$ cat config.mk
export PLATFORM = sky130hd
export DESIGN_NAME = int_priority_controller_flat
export DESIGN_NICKNAME = d
export VERILOG_FILES = /design/src/rtl/int_priority_controller_if.sv /design/src/rtl/int_priority_controller.sv /design/src/flat_wrapper.sv
export SDC_FILE = /design/constraint.sdc
export NUM_CORES = 1
export LEC_CHECK = 0
export CAP_MARGIN = 20
export CORE_ASPECT_RATIO = 1.1
export CORE_MARGIN = 5
export CORE_UTILIZATION = 44
export CTS_CLUSTER_DIAMETER = 30
export CTS_CLUSTER_SIZE = 25
export DETAILED_ROUTE_END_ITERATION = 10
export GPL_ROUTABILITY_DRIVEN = 0
export PLACE_DENSITY = 0.83
export SYNTH_ARGS = -nofsm -noshare
export SYNTH_HDL_FRONTEND = slang
export SYNTH_SLANG_ARGS = --single-unit
$ cat constraint.sdc
create_clock -name CPUCLK_IN -period 3.7 [get_ports CPUCLK_IN]
set_input_delay 0.555 -clock CPUCLK_IN [delete_from_list [all_inputs] [get_ports CPUCLK_IN]]
set_output_delay 0.555 -clock CPUCLK_IN [all_outputs]
set_load 0.005 [all_outputs]
$ cat src/rtl/int_priority_controller_if.sv
// ---------------------------------------------------------------------------
// int_priority_controller_if
// Purpose : bundles the request, IACK and config-strobe signals that flow
//           between the bus decoder / request sources (master side) and the
//           68000 interrupt priority controller (slave side).
// Signals :
//   INT_REQ_IN    [6:0] bit i = request for IPL level i+1
//   IACK_IN             high while the MPU runs an IACK cycle
//   IACK_LEVEL_IN [2:0] level being acknowledged (A3..A1)
//   CFG_WR_IN           one-cycle config write strobe
//   CFG_SEL_IN          0 = enable mask write, 1 = pending write-1-to-clear
//   CFG_DATA_IN   [6:0] config write data, bit i = level i+1
//   INT_LEVEL     [2:0] encoded IPL to the MPU, 0 = none
//   AVEC_ACK            autovector acknowledge
//   SPURIOUS_ACK        BERR request for an unmatched IACK
//   ENABLE_OUT    [6:0] current enable mask
//   PENDING_OUT   [6:0] latched pending (edge bits) / raw request (level bits)
// ---------------------------------------------------------------------------
interface int_priority_controller_if;
  logic [6:0] INT_REQ_IN;
  logic       IACK_IN;
  logic [2:0] IACK_LEVEL_IN;
  logic       CFG_WR_IN;
  logic       CFG_SEL_IN;
  logic [6:0] CFG_DATA_IN;
  logic [2:0] INT_LEVEL;
  logic       AVEC_ACK;
  logic       SPURIOUS_ACK;
  logic [6:0] ENABLE_OUT;
  logic [6:0] PENDING_OUT;

  // Bus decoder and request sources drive the inputs and observe the outputs.
  modport master (
    output INT_REQ_IN, IACK_IN, IACK_LEVEL_IN, CFG_WR_IN, CFG_SEL_IN, CFG_DATA_IN,
    input  INT_LEVEL, AVEC_ACK, SPURIOUS_ACK, ENABLE_OUT, PENDING_OUT
  );

  // The controller itself.
  modport slave (
    input  INT_REQ_IN, IACK_IN, IACK_LEVEL_IN, CFG_WR_IN, CFG_SEL_IN, CFG_DATA_IN,
    output INT_LEVEL, AVEC_ACK, SPURIOUS_ACK, ENABLE_OUT, PENDING_OUT
  );
endinterface

$ cat src/rtl/int_priority_controller.sv
// ---------------------------------------------------------------------------
// int_priority_controller
// Purpose : owns the 68000 interrupt path. Collects seven requests (one per
//           IPL level), latches edge-type requests, gates them with a
//           software enable mask, drives the encoded IPL and sequences the
//           interrupt-acknowledge cycle with an autovector or spurious reply.
// Ports   :
//   CPUCLK_IN  block clock, all state updates on its rising edge
//   RESET_IN   synchronous active-high reset
//   bus        int_priority_controller_if.slave (requests, IACK, config
//              strobes in; IPL, acknowledges, enable and pending state out)
// Parameters:
//   EDGE_MASK    bit i = 1 makes level i+1 rising-edge latched
//   ENABLE_RESET reset value of the enable mask
// ---------------------------------------------------------------------------
module int_priority_controller #(
  parameter logic [6:0] EDGE_MASK    = 7'b0000001,
  parameter logic [6:0] ENABLE_RESET = 7'b0000000
) (
  input  logic                        CPUCLK_IN,
  input  logic                        RESET_IN,
  int_priority_controller_if.slave    bus
);

  localparam logic [1:0] ST_IDLE = 2'd0;
  localparam logic [1:0] ST_ACK  = 2'd1;
  localparam logic [1:0] ST_SPUR = 2'd2;
  localparam logic [1:0] ST_WAIT = 2'd3;

  logic [1:0] r_state;
  logic [6:0] r_reqPrev;
  logic [6:0] r_pending;
  logic [6:0] r_enable;
  logic [2:0] r_intLevel;
  logic       r_avecAck;
  logic       r_spurAck;

  logic [6:0] w_rise;
  logic [6:0] w_effReq;
  logic [6:0] w_active;
  logic [2:0] w_encLevel;
  logic [7:0] w_levelOneHot;
  logic       w_accept;
  logic [6:0] w_clear;

  // Edge bits come from the pending latch, level bits straight from the pins.
  assign w_rise   = bus.INT_REQ_IN & ~r_reqPrev & EDGE_MASK;
  assign w_effReq = (r_pending & EDGE_MASK) | (bus.INT_REQ_IN & ~EDGE_MASK);
  assign w_active = w_effReq & r_enable;

  // Bit 0 of the one-hot stands for level 0, which never matches a source,
  // so an IACK for level 0 falls through to the spurious path.
  assign w_levelOneHot = 8'd1 << bus.IACK_LEVEL_IN;
  assign w_accept      = (r_state == ST_IDLE) && bus.IACK_IN &&
                         (|(w_levelOneHot[7:1] & w_active));

  // Pending bits cleared this cycle: W1C config write plus the accepted level.
  assign w_clear = ((bus.CFG_WR_IN && bus.CFG_SEL_IN) ? bus.CFG_DATA_IN : 7'd0) |
                   (w_accept ? w_levelOneHot[7:1] : 7'd0);

  // Priority encoder: the highest active level wins.
  always_comb begin
    w_encLevel = 3'd0;
    for (int i = 0; i < 7; i++) begin
      if (w_active[i]) w_encLevel = 3'(i + 1);
    end
  end

  // Edge history, pending latch and enable mask. A rising edge in the same
  // cycle as a clear keeps the bit set.
  always_ff @(posedge CPUCLK_IN) begin
    if (RESET_IN) begin
      r_reqPrev <= 7'd0;
      r_pending <= 7'd0;
      r_enable  <= ENABLE_RESET;
    end else begin
      r_reqPrev <= bus.INT_REQ_IN;
      r_pending <= ((r_pending & ~w_clear) | w_rise) & EDGE_MASK;
      if (bus.CFG_WR_IN && !bus.CFG_SEL_IN) r_enable <= bus.CFG_DATA_IN;
    end
  end

  // IPL output; held steady while an acknowledge is in progress so the MPU
  // sees a stable level for the whole IACK cycle.
  always_ff @(posedge CPUCLK_IN) begin
    if (RESET_IN) begin
      r_intLevel <= 3'd0;
    end else if (r_state != ST_ACK && r_state != ST_SPUR) begin
      r_intLevel <= w_encLevel;
    end
  end

  // IACK sequencer. The decision is taken once on entry from IDLE; WAIT
  // enforces an idle cycle between acknowledges.
  always_ff @(posedge CPUCLK_IN) begin
    if (RESET_IN) begin
      r_state   <= ST_IDLE;
      r_avecAck <= 1'b0;
      r_spurAck <= 1'b0;
    end else begin
      case (r_state)
        ST_IDLE: begin
          if (bus.IACK_IN) begin
            if (w_accept) begin
              r_state   <= ST_ACK;
              r_avecAck <= 1'b1;
            end else begin
              r_state   <= ST_SPUR;
              r_spurAck <= 1'b1;
            end
          end
        end
        ST_ACK: begin
          if (!bus.IACK_IN) begin
            r_state   <= ST_WAIT;
            r_avecAck <= 1'b0;
          end
        end
        ST_SPUR: begin
          if (!bus.IACK_IN) begin
            r_state   <= ST_WAIT;
            r_spurAck <= 1'b0;
          end
        end
        default: begin
          r_state   <= ST_IDLE;
          r_avecAck <= 1'b0;
          r_spurAck <= 1'b0;
        end
      endcase
    end
  end

  assign bus.INT_LEVEL    = r_intLevel;
  assign bus.AVEC_ACK     = r_avecAck;
  assign bus.SPURIOUS_ACK = r_spurAck;
  assign bus.ENABLE_OUT   = r_enable;
  assign bus.PENDING_OUT  = w_effReq;

endmodule

$ cat src/flat_wrapper.sv
// flat-port wrapper written by rule: the top's interface ports become plain ports
module int_priority_controller_flat 
#(
  parameter logic [6:0] EDGE_MASK    = 7'b0000001,
  parameter logic [6:0] ENABLE_RESET = 7'b0000000
)
  (CPUCLK_IN, RESET_IN, bus_INT_REQ_IN, bus_IACK_IN, bus_IACK_LEVEL_IN, bus_CFG_WR_IN, bus_CFG_SEL_IN, bus_CFG_DATA_IN, bus_INT_LEVEL, bus_AVEC_ACK, bus_SPURIOUS_ACK, bus_ENABLE_OUT, bus_PENDING_OUT);
  int_priority_controller_if bus_i ();
  input  logic CPUCLK_IN;
  input  logic RESET_IN;
  input wire logic [$bits(bus_i.INT_REQ_IN)-1:0] bus_INT_REQ_IN;
  input wire logic [$bits(bus_i.IACK_IN)-1:0] bus_IACK_IN;
  input wire logic [$bits(bus_i.IACK_LEVEL_IN)-1:0] bus_IACK_LEVEL_IN;
  input wire logic [$bits(bus_i.CFG_WR_IN)-1:0] bus_CFG_WR_IN;
  input wire logic [$bits(bus_i.CFG_SEL_IN)-1:0] bus_CFG_SEL_IN;
  input wire logic [$bits(bus_i.CFG_DATA_IN)-1:0] bus_CFG_DATA_IN;
  output wire logic [$bits(bus_i.INT_LEVEL)-1:0] bus_INT_LEVEL;
  output wire logic [$bits(bus_i.AVEC_ACK)-1:0] bus_AVEC_ACK;
  output wire logic [$bits(bus_i.SPURIOUS_ACK)-1:0] bus_SPURIOUS_ACK;
  output wire logic [$bits(bus_i.ENABLE_OUT)-1:0] bus_ENABLE_OUT;
  output wire logic [$bits(bus_i.PENDING_OUT)-1:0] bus_PENDING_OUT;
  assign bus_i.INT_REQ_IN = bus_INT_REQ_IN;
  assign bus_i.IACK_IN = bus_IACK_IN;
  assign bus_i.IACK_LEVEL_IN = bus_IACK_LEVEL_IN;
  assign bus_i.CFG_WR_IN = bus_CFG_WR_IN;
  assign bus_i.CFG_SEL_IN = bus_CFG_SEL_IN;
  assign bus_i.CFG_DATA_IN = bus_CFG_DATA_IN;
  assign bus_INT_LEVEL = bus_i.INT_LEVEL;
  assign bus_AVEC_ACK = bus_i.AVEC_ACK;
  assign bus_SPURIOUS_ACK = bus_i.SPURIOUS_ACK;
  assign bus_ENABLE_OUT = bus_i.ENABLE_OUT;
  assign bus_PENDING_OUT = bus_i.PENDING_OUT;
  int_priority_controller #(.EDGE_MASK(EDGE_MASK), .ENABLE_RESET(ENABLE_RESET)) u_core (.CPUCLK_IN(CPUCLK_IN), .RESET_IN(RESET_IN), .bus(bus_i));
endmodule
==> summary.md, run 1 <==
| Metric | Value |
|---|---|
| Layout overhead on the synthesized area | 44.4% |
| IO Pins | roughly 40 |
| WHS | approximately 0.48 ns |
| Finished Cell Area | 1350 sq um |
| Final hold violations | 0 |
| Pre-antenna DRT Iters | 4 |
| Area after DPL | ~1300 sq um |
| Syn Nets | 133 |
| Dpl hpwl | between 2 and 2.5 mm |
| Gate power share | 0.306 |
| Worst Setup Start Kind | primary input |
| Clock share of power | 0.261 |
| Min Tclk post-route | approximately 2.2 ns |
| Pint | 330 uW |
| Metal3 WL | around 180 um |
| Fillers | approximately 170 |
| CTS Sinks | 16 |
| Endpoints failing setup | 0 |
| Register area | about 320 sq um |
| Max clock buf depth | 2 |
| Post-cts gate resize count | 0 |
| DR WL/cell | roughly 15 um |
| Drt total wl | roughly 2.5 mm |
| Mapped Cells | 107 |
| Lkg Pwr | between 0.5 and 0.6 nW |
| Worst rel slew slack | 0.509 |
| Vias in the first global route | just under 1000 |
| Top Family by Delay on Critical Path | buffers and inverters |
| Worst hold path type | reg -> reg |
| Die X | approximately 54 um |
| Ys Warns | 0 |
| Post-Syn Area | approximately 930 sq um |
| Antenna-violating nets left | 0 |
| Initial antenna violation count | 0 |
| Global Route Usage Sum | 0.174 |
| Flops & latches, synth | 16 |
| Fmax | approximately 0.46 GHz |
| Worst Tran Pin Value | between 0.7 and 0.8 ns |
| RSZ-0062 raised after global routing | no |
| Sum of negative setup slack | 0 ns |
| Crit Path Class | in -> out |
| VDD IR max | ~0.00028 V |
| Max-slew violations | 0 |
| Sw Ratio | 0.292 |
| Vias | approximately 940 |
| Final clock skew | 0.00976 ns |
| Placement row count | 17 |
| Flop pwr share | 0.433 |
| CTS tree | yes |
| GRT overflow | 0 |
| Register area share after synthesis | 0.344 |
| Clk root buf | clkbuf_4 |
| Via density | about 5.5 |
| IO buf count | 40 |
| Later-pin clock latency in the skew report | ~0.30 ns |
| Total of max-cap violations | 0 |
| CP required | ~3.1 ns |
| Critical Path Fanout Max | 5 |
| Share of flip-flops with an asynchronous set or reset | 0 |
| Die Height | a little under 60 um |
| Met2 Wirelength | approximately 1.3 mm |
| CP peak stage delay | approximately 0.54 ns |
| Critical Path Most Common Cell | clkdlybuf4s50_1 |
| Critical path's slowest cell | clkdlybuf4s50_1 |
| DR iter-0 viols | 16 |
| ANT cells | 0 |
| Final worst-path cycle share | 0.590 |
| Avg Inst Size Synth | between 8 and 9 sq um |
| DR DRC count | 0 |
| Metal-1 WL | 1.02 mm |
| Largest net degree at the start of global routing | 17 |
| # Post-CTS Setup Buffers | 0 |
| CP Capture Type | primary output |
| First-pass GRT wire length | approximately 4.1 mm |
| Worst endpoint data arrival time | between 1.5 and 2 ns |
| Net Sw Power | around 140 uW |
| CTS Buf Count | 3 |
| Status | finished, final reports clean |
| Multi-input gate area | between 500 and 600 sq um |
| DR top layer | met4 |
| Cell area power density | 346 nW/um^2 |
| Initial Util | 0.461 |
| Core area | 2020 sq um |
| CTS Hold Bufs | 0 |
| Final nets | about 170 |
| Number of enable flip-flop cells after synthesis | 0 |
| Synth cell types | 37 |
| CTS H-tree depth | 1 |
| Ys flop type | dfxtp_1 |
| Worst path bufs/invs | 2 |
| Worst-path clk slew | 0.09 ns |
| Worst-path cell chain | clkdlybuf4s50_1 > clkdlybuf4s50_1 |
| Finished Core Util | 0.666 |
| Fraction of layout cells with a size suffix above 1 | 0.0634 |
| Die area | around 3100 sq um |
-- Yosys cell counts (2+ instances only) --
cell type	count	area [sq um]
clkbuf_1	2	7.51
a31oi_1	2	12.5
a22o_1	2	17.5
a211oi_1	3	22.5
nand4b_1	3	26.3
nor2_1	10	37.5
nor3_1	2	10.0
buf_4	6	45.0
a21oi_1	2	10.0
a221oi_1	4	35.0
o21ai_0	3	15.0
nor2b_1	2	12.5
o211ai_1	2	15.0
mux2i_1	7	70.1
dfxtp_1	16	320
nand3_1	4	20.0
ha_1	4	50.1
inv_1	8	30.0
nand2_1	7	26.3
-- through the flow --
stage	setup WS [ns]	std cells	power, mW
3_5_place_dp	1.47	166	0.349
5_1_grt	1.46	170	0.492
6_report	1.52	170	0.466
3_3_place_gp	1.52	166	0.343
2_1_floorplan	1.93	107	0.275
4_1_cts	1.51	170	0.469
-- flip-flops by register name (all words and copies together), names as in the netlist --
name                     cells
u_core.bus.ENABLE_OUT        7
u_core.bus.INT_LEVEL         3
u_core.r_state               2
u_core.bus.AVEC_ACK          1
u_core.bus.SPURIOUS_ACK      1
u_core.r_pending             1
u_core.r_reqPrev             1
-- final timing paths --
path / startpoint / endpoint / slack (ns) / cells past startpoint
max: bus_INT_REQ_IN[6] / bus_PENDING_OUT[6] / 1.52 / 2
max reg2reg: u_core.r_state[0] / u_core.r_state[0] / 1.70 / 5
min: u_core.bus.AVEC_ACK / u_core.bus.AVEC_ACK / 0.48 / 2
min reg2reg: u_core.bus.AVEC_ACK / u_core.bus.AVEC_ACK / 0.48 / 2
-- cell type report --
type	count	share of cell area
clock buffer	4	0.0270
inverter	8	0.0223
multi-input combinational	74	0.389
sequential	16	0.238
tap	28	0.0260
timing repair buffer	40	0.297
-- cell families after synthesis --
logic type | Yosys count | synth area share
buffers and inverters | 17 | 0.0940
flip-flops | 16 | 0.344
multiplexers | 7 | 0.0752
AO/OA/AOI/OAI | 25 | 0.208
AND/OR/NAND/NOR | 38 | 0.226
adder cells (fa/ha/maj) | 4 | 0.0537
-- cells in the final DEF, fill, tap and decap left out, drive strengths merged, types with 4 or more instances in the layout --
cell,netlist,routed
nor2,10,10
a211oi,4,4
mux2i,7,7
clkbuf,2,4
a221oi,4,4
nand3,4,4
dfxtp,16,16
nand2,7,7
ha,4,4
inv,8,8
clkdlybuf4s50,0,40
-- power groups by stage --
stage / combinational, mW / clock, mW / sequential (mW)
final: 0.143 / 0.121 / 0.202
after floorplan: 0.0707 / 0 / 0.205
after global placement: 0.138 / 0 / 0.205
after CTS: 0.144 / 0.123 / 0.202
after detailed placement: 0.143 / 0 / 0.206
after global routing: 0.156 / 0.131 / 0.205
-- routing by layer --
metal	up-vias	global-route usage
met3	3	0.0488
met1	433	0.206
met4	0	0.0657
met5	-	0
met2	34	0.291
li1	469	-
Note: power is estimated with default switching activity, not from simulation.
==> run 2, diff against run 1 <==
- CORE_UTILIZATION: 44 -> 41
- PLACE_DENSITY: 0.83 -> 0.79
- clock period: 3.7 -> 2.2 ns (I/O delays scaled with it)
==> summary.md, run 2 (synthesis results as in run 1) <==
| Metric | Value |
|---|---|
| Status | finished, final reports clean |
| Top Family by Delay on Critical Path | simple AND/OR/NAND/NOR gates |
| Via density | 5.29 (-4.2%) |
| Sum of negative setup slack | 0 ns (unchanged) |
| Fillers | 208 (+20%) |
| Net Sw Power | 220 uW (+61%) |
| DR DRC count | 0 (unchanged) |
| Pwr Total | 781 uW (+68%) |
| Flop pwr share | 0.435 (+0.002) |
| Worst reg2reg path depth | 5 (unchanged) |
| Fmax | 0.538 GHz |
| Crit Path Class | reg -> reg |
| Worst Tran Pin Value | 0.344 ns (-0.391 ns) |
| Min Tclk post-route | roughly 1.9 ns |
| IO Pins | 41 (unchanged) |
| Worst reg2reg setup slack | 0.34 ns (-1.36 ns) |
| Number of flip-flops in the largest register | 7 (unchanged) |
| CP required | 2.42 ns (-0.72 ns) |
| Reg-to-reg critical path endpoint | u_core.r_state[0] |
| Post-cts gate resize count | 0 (unchanged) |
| Critical Path Fanout Max | 7 (+2) |
| Final hold violations | 0 (unchanged) |
| CTS Buf Count | 3 (unchanged) |
| Layout overhead on the synthesized area | 47.9% |
| CTS Hold Bufs | 0 (unchanged) |
| Clock share of power | 0.251 (-0.010) |
| CTS Sinks | 16 (unchanged) |
| Worst hold path type | reg -> reg |
| IO buf count | 40 (unchanged) |
| RSZ-0062 raised after global routing | no |
| Sw Ratio | 0.282 (-0.0105) |
| GRT overflow | 0 (unchanged) |
| Final worst-path cycle share | 0.845 |
| Cell area power density | 566 nW/um^2 (+64%) |
| Placement row count | 18 (+1) |
| Critical path's slowest cell | or4b_1 |
| DR iter-0 viols | 14 (-2) |
| Die X | 55.5 um (+2.9%) |
| Worst endpoint data arrival time | 2.08 ns (+0.45 ns) |
| Dpl hpwl | 2.02 mm (-0.52%) |
| Die Height | 60.0 um (+3.0%) |
| Final clock skew | 0.00468 ns (-0.00508 ns) |
| Fraction of layout cells with a size suffix above 1 | 0.0890 (+0.0257) |
| Multi-input gate area | 524 sq um (unchanged) |
| Gate power share | 0.315 (+0.009) |
| Vias | 931 (-0.85%) |
| Non-filler instance count after layout | 176 (+3.5%) |
| CP Capture Type | flop |
| Endpoints failing setup | 0 (unchanged) |
| Pre-antenna DRT Iters | 4 (unchanged) |
| Max clock buf depth | 2 (unchanged) |
| Antenna-violating nets left | 0 (unchanged) |
| Worst path bufs/invs | 1 (-1) |
| CP peak stage delay | 0.58 ns (+0.04 ns) |
| Number of cells on the critical path | 5 (+3) |
| Worst Setup Start Kind | flop |
| Pint | 561 uW (+70%) |
| Reg2reg start | u_core.r_state[0] |
| Global Route Usage Sum | 0.149 (-0.0252) |
| # Post-CTS Setup Buffers | 0 (unchanged) |
| Register area | 320 sq um (unchanged) |
| Worst-path cell chain | inv_1 > ha_1 > or4b_1 > and4_4 > a211oi_2 |
| Worst-path clk slew | 0.10 ns (about the same) |
| Cell count after placement | 172 (+3.6%) |
| Lkg Pwr | 0.520 nW (+4.0%) |
| ANT cells | 0 (unchanged) |
| Worst rel slew slack | 0.770 (+0.261) |
| CTS tree | yes |
| Initial antenna violation count | 0 (unchanged) |
| DR WL/cell | 14.3 um (-3.4%) |
| Total of max-cap violations | 0 (unchanged) |
| Largest net degree at the start of global routing | 15 (-2) |
| Vias in the first global route | 898 (-7.7%) |
| Clk root buf | clkbuf_4 |
| Core area | 2210 sq um (+9.2%) |
| Worst setup path end | u_core.r_state[0] |
| Die area | 3330 sq um (+6.0%) |
| Final nets | 173 (+2.4%) |
| CTS H-tree depth | 1 (unchanged) |
| Max-slew violations | 0 (unchanged) |
| Critical path origin | u_core.r_state[0] |
| Most frequent cells in the layout | clkdlybuf4s50_1, dfxtp_1, nor2_1, inv_1 |
| Later-pin clock latency in the skew report | 0.29 ns (about the same) |
| First-pass GRT wire length | 3.95 mm (-3.7%) |
| Drt total wl | 2.51 mm (about the same) |
| Commonest non-fill, non-tap cell in the layout | clkdlybuf4s50_1 |
| Initial Util | 0.422 (-0.0390) |
| VDD IR max | 0.000419 V (+48%) |
==> run 2: worst min path at each step <==
stage                                  from                       to  slack [ns]  cells after the start
floorplan                          RESET_IN  u_core.bus.INT_LEVEL[1]        0.41                      1
global placement    u_core.bus.INT_LEVEL[2]  u_core.bus.INT_LEVEL[2]        0.46                      2
detailed placement      u_core.bus.AVEC_ACK      u_core.bus.AVEC_ACK        0.47                      2
CTS                     u_core.bus.AVEC_ACK      u_core.bus.AVEC_ACK        0.49                      2
global route        u_core.bus.INT_LEVEL[2]  u_core.bus.INT_LEVEL[2]        0.52                      2
finish                  u_core.bus.AVEC_ACK      u_core.bus.AVEC_ACK        0.48                      2
==> run 2: layer usage <==
metal,up-vias,global-route usage,part of all wire
met5,-,0,0
met4,0,0.0625,0.011
met3,4,0.0367,0.047
met2,28,0.258,0.50
met1,426,0.176,0.44
li1,473,-,-
==> run 2: final cells by class <==
class / instances / share of cell area
Inverter: 8 / 0.0218
Timing Repair Buffer: 44 / 0.312
Multi-Input combinational cell: 74 / 0.380
Sequential cell: 16 / 0.232
Clock buffer: 4 / 0.0263
Tap cell: 30 / 0.0272
==> run 2: power groups by stage <==
| stage | Clock, mW | Sequential (mW) | Combinational [mW] |
|---|---|---|---|
| final | 0.196 | 0.339 | 0.246 |
| after global routing | 0.213 | 0.344 | 0.268 |
| after CTS | 0.205 | 0.340 | 0.248 |
| after detailed placement | 0 | 0.346 | 0.246 |
| after global placement | 0 | 0.345 | 0.239 |
| after floorplan | 0 | 0.344 | 0.119 |
==> run 2: tightest hold or removal path, delay by kind of cell, from the launching register on <==
family | cells | cell delay (ns)
AO/OA/AOI/OAI | 1 | 0.06
buffers and inverters | 1 | 0.05
flip-flops | 1 | 0.33
==> run 2: stage by stage <==
stage / worst slack, ns / area, sq um / utilization / hold slack [ns]
6_report: 0.341 / 1380 / 0.625 / 0.485
2_1_floorplan: 0.432 / 932 / - / 0.409
3_5_place_dp: 0.209 / 1340 / 0.608 / 0.471
5_1_grt: 0.269 / 1380 / 0.625 / 0.521
4_1_cts: 0.337 / 1380 / 0.625 / 0.485
3_3_place_gp: 0.251 / 1340 / 0.608 / 0.462
